## src/rtl/pwm_serial_frame_gen.sv

```systemverilog
// Multi-channel PWM generator feeding an external SIPO shift register with latch.
// One PWM step per serial frame; duty values double-buffered and swapped at period wrap.
module pwm_serial_frame_gen #(
  parameter int CHANNELS  = 8,
  parameter int CNT_WIDTH = 8,
  parameter int PERIOD    = 100,
  parameter int INVERT    = 0
) (
  input  logic                        clock,
  input  logic                        reset,
  input  logic                        enable,
  input  logic                        duty_we,
  input  logic [$clog2(CHANNELS)-1:0] duty_addr,
  input  logic [CNT_WIDTH-1:0]        duty_data,
  output logic                        ser_data,
  output logic                        ser_shift,
  output logic                        ser_latch,
  output logic [CHANNELS-1:0]         pwm_out,
  output logic                        period_start
);

  localparam int                   AW        = $clog2(CHANNELS);
  localparam logic                 INV       = (INVERT != 0);
  localparam logic [AW-1:0]        LAST_IDX  = AW'(CHANNELS - 1);
  localparam logic [CNT_WIDTH-1:0] LAST_STEP = CNT_WIDTH'(PERIOD - 1);

  typedef enum logic [1:0] {IDLE, SHIFT, LATCH} state_t;

  state_t                state, state_nx;
  logic [AW-1:0]         idx, idx_nx;
  logic [CNT_WIDTH-1:0]  step;
  logic [CNT_WIDTH-1:0]  staging [CHANNELS];
  logic [CNT_WIDTH-1:0]  shadow  [CHANNELS];
  logic [CHANNELS-1:0]   frame;

  logic                  ser_data_nx, ser_shift_nx, ser_latch_nx, period_start_nx;
  logic [CHANNELS-1:0]   pwm_out_nx;

  // Step and shadows are frozen for a whole frame, so every shifted bit comes from one step.
  always_comb begin
    frame = '0;
    for (int k = 0; k < CHANNELS; k++) begin
      frame[k] = (step < shadow[k]) ^ INV;
    end
  end

  always_ff @(posedge clock or negedge reset) begin
    if (!reset) begin
      state <= IDLE;
      idx   <= '0;
    end else begin
      state <= state_nx;
      idx   <= idx_nx;
    end
  end

  always_comb begin
    state_nx = state;
    idx_nx   = idx;
    unique case (state)
      IDLE: begin
        if (enable) begin
          state_nx = SHIFT;
          idx_nx   = LAST_IDX;
        end
      end
      SHIFT: begin
        if (idx == '0) state_nx = LATCH;
        else           idx_nx   = idx - 1'b1;
      end
      LATCH: begin
        if (enable) begin
          state_nx = SHIFT;
          idx_nx   = LAST_IDX;
        end else begin
          state_nx = IDLE;
        end
      end
      default: state_nx = IDLE;
    endcase
  end

  // Outputs are registered one cycle behind the state that produces them.
  always_comb begin
    ser_shift_nx    = (state == SHIFT);
    ser_latch_nx    = (state == LATCH);
    ser_data_nx     = ser_data;
    pwm_out_nx      = pwm_out;
    period_start_nx = 1'b0;
    if (state == SHIFT) ser_data_nx = frame[idx];
    if (state == LATCH) begin
      pwm_out_nx      = frame;
      period_start_nx = (step == '0);
    end
  end

  always_ff @(posedge clock or negedge reset) begin
    if (!reset) begin
      ser_data     <= 1'b0;
      ser_shift    <= 1'b0;
      ser_latch    <= 1'b0;
      pwm_out      <= {CHANNELS{INV}};
      period_start <= 1'b0;
    end else begin
      ser_data     <= ser_data_nx;
      ser_shift    <= ser_shift_nx;
      ser_latch    <= ser_latch_nx;
      pwm_out      <= pwm_out_nx;
      period_start <= period_start_nx;
    end
  end

  // Shadow load uses the staging value from before any write landing on the same edge.
  always_ff @(posedge clock or negedge reset) begin
    if (!reset) begin
      step <= '0;
      for (int k = 0; k < CHANNELS; k++) shadow[k] <= '0;
    end else if (state == LATCH) begin
      if (step == LAST_STEP) begin
        step <= '0;
        for (int k = 0; k < CHANNELS; k++) shadow[k] <= staging[k];
      end else begin
        step <= step + 1'b1;
      end
    end
  end

  always_ff @(posedge clock or negedge reset) begin
    if (!reset) begin
      for (int k = 0; k < CHANNELS; k++) staging[k] <= '0;
    end else if (duty_we && (int'(duty_addr) < CHANNELS)) begin
      staging[duty_addr] <= duty_data;
    end
  end

endmodule
```

## config.mk

```make
export PLATFORM = sky130hd
export DESIGN_NAME = pwm_serial_frame_gen
export DESIGN_NICKNAME = d
export VERILOG_FILES = /design/src/rtl/pwm_serial_frame_gen.sv
export SDC_FILE = /design/constraint.sdc
export NUM_CORES = 1
export LEC_CHECK = 0
export ABC_AREA = 1
export CAP_MARGIN = 20
export CORE_ASPECT_RATIO = 1.4
export CORE_MARGIN = 2
export CORE_UTILIZATION = 39
export CTS_CLUSTER_DIAMETER = 150
export CTS_CLUSTER_SIZE = 25
export DETAILED_ROUTE_END_ITERATION = 8
export GPL_ROUTABILITY_DRIVEN = 0
export SYNTH_ARGS = -nofsm -noshare
export SYNTH_HDL_FRONTEND = slang
export SYNTH_SLANG_ARGS = --single-unit
```

## constraint.sdc

```tcl
create_clock -name clock -period 1.8 [get_ports clock]
set_input_delay 0.27 -clock clock [delete_from_list [all_inputs] [get_ports clock]]
set_output_delay 0.27 -clock clock [all_outputs]
set_load 0.03 [all_outputs]
```

# --- Yosys cells after proc, flatten, opt, wreduce, memory -nomap -nowiden ---
# Cells that the tools add are included.
totals:
  register_bits: 153
  inputBits: 15
  output_inout_bits: 12
classes:
  add_sub_neg: 2
  magnitude_cmp: 11
  eq_ne: 7
  mux: 14
  n_bitwise: 1
  reduce_logical: 9
op_table:
  columns: ["operator", "n"]
  rows:
  - ["bitwise mux 64 bit", 1]
  - ["less-than comparator 8 bit", 8]
  - ["demux 8 bit (select 3 bit)", 1]
  - ["2-to-1 mux 8 bit", 2]
  - ["adder 8 x 1 -> 8 bit (second input constant)", 1]
  - ["== test 8 x 7 -> 1 bit (second input constant)", 1]
  - ["zero test 8 bit", 1]
  - ["2-to-1 mux 3 bit", 2]
  - ["case mux 2 bit (3 select lines)", 1]
  - ["case mux 3 bit (2 select lines)", 1]
  - ["greater-or-equal comparator 4 bit (second input constant)", 1]
  - ["less-than comparator 3 x 4 -> 1 bit (second input constant)", 1]
  - ["less-than comparator 4 x 1 -> 1 bit (second input constant)", 1]
  - ["2-to-1 mux 2 bit", 2]
  - ["inequality test 2 x 1 -> 1 bit (second input constant)", 2]
  - ["inequality test 2 bit (second input constant)", 2]
  - ["inverter 3 -> 4 bit", 1]
  - ["AND reduction 2 bit", 2]
  - ["binary-select mux 1 bit (select 3 bit)", 1]
  - ["zero test 3 bit", 1]
  - ["2-to-1 mux 1 bit", 3]
  - ["AND reduction 3 bit", 1]
  - ["subtractor 3 x 1 -> 3 bit (second input constant)", 1]
  - ["== test 2 x 1 -> 1 bit (second input constant)", 1]
  - ["5 further kinds", 5]

# --- Depth between registers and ports, before layout ---
depth:
  depth_word: 6
  depth_mapped: 14

# --- Worst setup path before layout ---
# Ideal clock, no wire load.
synth_timing:
  path_kind: "register to register"
  startpoint: "register step[1]"
  endpoint: "register shadow[15] (netlist name)"
  setup_time_ns: 0.117
  arrival_time_ns: 1.477
  required_ns: 1.683
  slack_ns: 0.206
  stages_incl_launch_ff: 9
  n_path_buf: 2
  path_cell_list: "dfrtp_1 > ha_1 > inv_1 > nor3_2 > inv_2 > nor2_4 > buf_12 > buf_6 > o21ai_2"
synth_between:
  elab_chain_cells: 2
synth_rtl:
  columns: ["item", "line", "source"]
  rows:
  - ["start, declared", "31", "logic [CNT_WIDTH-1:0] step;"]
  - ["start signal, assigned", "123", "step <= step + 1'b1;"]
  - ["== test 8 x 7 -> 1 bit", "119", "if (step == LAST_STEP) begin"]
  - ["AND reduction 2 bit (no source line)", null, null]
  - ["end, declared", "33", "logic [CNT_WIDTH-1:0] shadow [CHANNELS];"]
# No other way between the ends.
# A chain may end at the register's enable or synchronous reset.

# --- Worst setup path after layout ---
layout_timing:
  startpoint: "register step[2]"
  endpoint: "register shadow[11] (netlist name)"
# The elaborated chain is that of the path after synthesis.

==> impl_metrics.tcl <==
set metrics [dict create \
    drive_above_1_share 0.244 \
    gr-usage-met2 0.285 \
    critical_path_arrival_ns 2.08 \
    drc 0 \
    synth_area_mm2 0.00766 \
    post-dp-hpwl_um 12000 \
    synthToLayoutAreaGrowth_pct 25.2 \
    grt-ovfl-total 0 \
    fin_tns_setup_ns 0 \
    maxCapViolations 0 \
    met1_usage 0.245 \
    drt_wl_total_um 18700 \
    io_buffers 26 \
    grt_usage 0.180 \
    synth_edf_count 0 \
    ys_ff_latch 153 \
    diodes 0 \
    layout_common_cells "208 x nand2_1, 150 x dfrtp_1, 108 x inv_1, 68 x o21ai_0" \
    cts_tree "yes" \
    power.share.switching 0.325 \
    cts.clk_slew.worst_paths_ns 0.07 \
    yosysTopAreaCellShare 0.500 \
    ys_seq_area_frac 0.500 \
    die_y_um 170 \
    fin_worst_skew_ns 0.0156 \
    post_dp_cell_area_mm2 0.00836 \
    firstDrtPassIters 5 \
    final-max-slew-violation-count 0 \
    avgSynthCellArea_um2 9.20 \
    synthCells 832 \
    cp.required_ns 2.11 \
    p_leak_nw 4.69 \
    grt_max_degree 49 \
    antenna_left 0 \
    async_flop_share 1.00 \
    final_area_mm2 0.00959 \
    p_seq_frac 0.408 \
    die_x_um 122 \
    yosys_warnings 0 \
    power.density_mw_per_mm2 1060 \
    peakVddDrop_mv 0.689 \
    rsz0062_at_grt "true" \
    comb_power_share 0.229 \
    fin_util 0.499 \
    start_util 0.398 \
    layout_commonest_cell "nand2_1" \
    grt_use_met3 0.0245 \
    clkPwrFrac 0.363 \
    cts-root-buf "clkbuf_16" \
    path_max_fanout 10 \
    hp-class "input port to async pin" \
    period_needed_ns 1.77 \
    relSlewSlack 0.708 \
    finalSetupViolations 0 \
    crit_type "flip-flop to flip-flop" \
    busiest_layer "met2" \
    p_sw_mw 3.31 \
    grt_pass1_wl_um 28600 \
    coreArea_mm2 0.0192 \
    ctsHtreeMaxLevel 4 \
    cp-end-kind "flip-flop" \
    finalCritPeriodShare 0.983 \
    p_int_mw 6.89 \
    yosys.area.top_type "dfrtp_1" \
    post_drt_wl_per_cell_um 16.0 \
    cp-start-kind "flip-flop" \
    insertion_delay_ns 0.43 \
    drt_iter0_markers 433 \
    synthTopCellsByArea "dfrtp_1 50%, nand2_1 11%, ha_1 9.8%" \
    hold_viol 0 \
    max_clock_freq_mhz 565 \
    final_cells 1167 \
    rows 60 \
    vias 5629 \
    cts_sinks 153 \
    synth_ff_type "dfrtp_1" \
    synth_fp_nets 907 \
    antenna_found_initial 0 \
    clock_path_buffers 2 \
    timing.rr.start "step[2]$_DFFE_PN0P_" \
    crit_start "step[2]$_DFFE_PN0P_" \
    viasPerCell 4.82 \
    worstMarginPinSlew_ns 0.438 \
    cts_inserted_buffers 17 \
    pin_count 27 \
    synth_cell_type_count 31 \
    nNetsFinal 981 \
    die-area_mm2 0.0208 \
    grt_pass1_vias 5452 \
    dpl.cell_count 1115 \
    status "complete, no violations" \
]
==> cell type report <==
| class | count | area, um2 |
|---|---|---|
| clock buffer | 17 | 425 |
| clock inverter | 15 | 179 |
| fill | 1799 | 9630 |
| inverter | 111 | 419 |
| multi-input combinational | 544 | 3380 |
| sequential | 153 | 3830 |
| tap | 248 | 310 |
| timing repair buffer | 79 | 1040 |
==> layer usage <==
| metal | part of all wire | wire length, um |
|---|---|---|
| met1 | 0.46 | 8550 |
| met2 | 0.49 | 9110 |
| met3 | 0.030 | 569 |
| met4 | 0.027 | 500 |
| met5 | 0 | 0 |
==> path summary, 6_finish.rpt <==
| check | endpoint | slack [ns] | cells after the start |
|---|---|---|---|
| hold / removal | staging[57]$_DFFE_PN0P_ | 0.32 | 2 |
| hold reg to reg | ser_shift$_DFF_PN0_ | 0.46 | 1 |
| setup reg to reg | shadow[11]$_DFFE_PN0P_ | 0.03 | 10 |
| max in group asynchronous | step[4]$_DFFE_PN0P_ | 0.88 | 3 |
| setup / recovery | shadow[11]$_DFFE_PN0P_ | 0.03 | 10 |
| min in group clock | staging[0]$_DFFE_PN0P_ | 0.43 | 3 |
==> synthesized netlist by cell type, types with 2 or more instances <==
master	instances
ha_1	60
nor2_1	34
a31oi_1	2
nand2_2	42
clkbuf_1	8
o21a_1	2
nor3_1	5
nor3_2	3
nand2_1	216
nor2_2	2
buf_2	2
inv_1	109
o21ai_2	47
buf_6	8
a21oi_1	24
o21ai_0	69
nand3_1	21
buf_12	5
nor2_4	2
o21ai_1	8
dfrtp_1	153
==> through the flow <==
step / hold slack [ns] / total power, mW / setup WS [ns]
floorplan: -0.0256 / 5.53 / 0.206
detailed placement: 0.201 / 6.47 / 0.0108
finish: 0.317 / 10.2 / 0.0300
CTS: 0.309 / 10.2 / 0.00138
global placement: 0.201 / 6.43 / -0.0122
global route: 0.333 / 10.8 / -0.0527
==> cells by family after synthesis <==
kind of cell / count (synthesis) / synth area share
xor+xnor: 2 / 0.00327
flops: 153 / 0.500
simple gates: 329 / 0.188
fa+ha+maj: 60 / 0.0981
compound gates: 153 / 0.125
buf+inv: 135 / 0.0858
==> repair_timing <==
action / CTS / global route
hold buffers: 1 / 0
pin swaps: 0 / 14
cloned: 0 / 13
gates resized for setup: 2 / 48
endpoints found under the hold margin: 34 / 0
buffers inserted: 0 / 6
endpoints found under the setup margin: 4 / 66
==> worst max-delay path, stage by stage, from the launching register on <==
cell       delay [ns]
dfrtp_1          0.40
buf_6            0.14
nor2_4           0.11
nand3_2          0.07
nor3_2           0.19
inv_2            0.07
nor2_4           0.12
buf_12           0.14
buf_12           0.14
clkbuf_16        0.17
o21ai_1          0.07
==> flip-flops by register name, indices dropped and copies added (netlist names) <==
register	count
step	8
ser_shift	1
staging	64
idx	3
state	2
period_start	1
pwm_out	8
ser_latch	1
ser_data	1
shadow	64
==> power by group through the flow <==
stage          sequential [mW]  combinational, mW  clock, mW
3_3_place_gp              4.21               2.22          0
5_1_grt                   4.22               2.66       3.92
6_report                  4.16               2.33       3.70
3_5_place_dp              4.22               2.26          0
4_1_cts                   4.16               2.27       3.76
2_1_floorplan             4.37               1.16          0
Power figures use the tool's default switching activity.
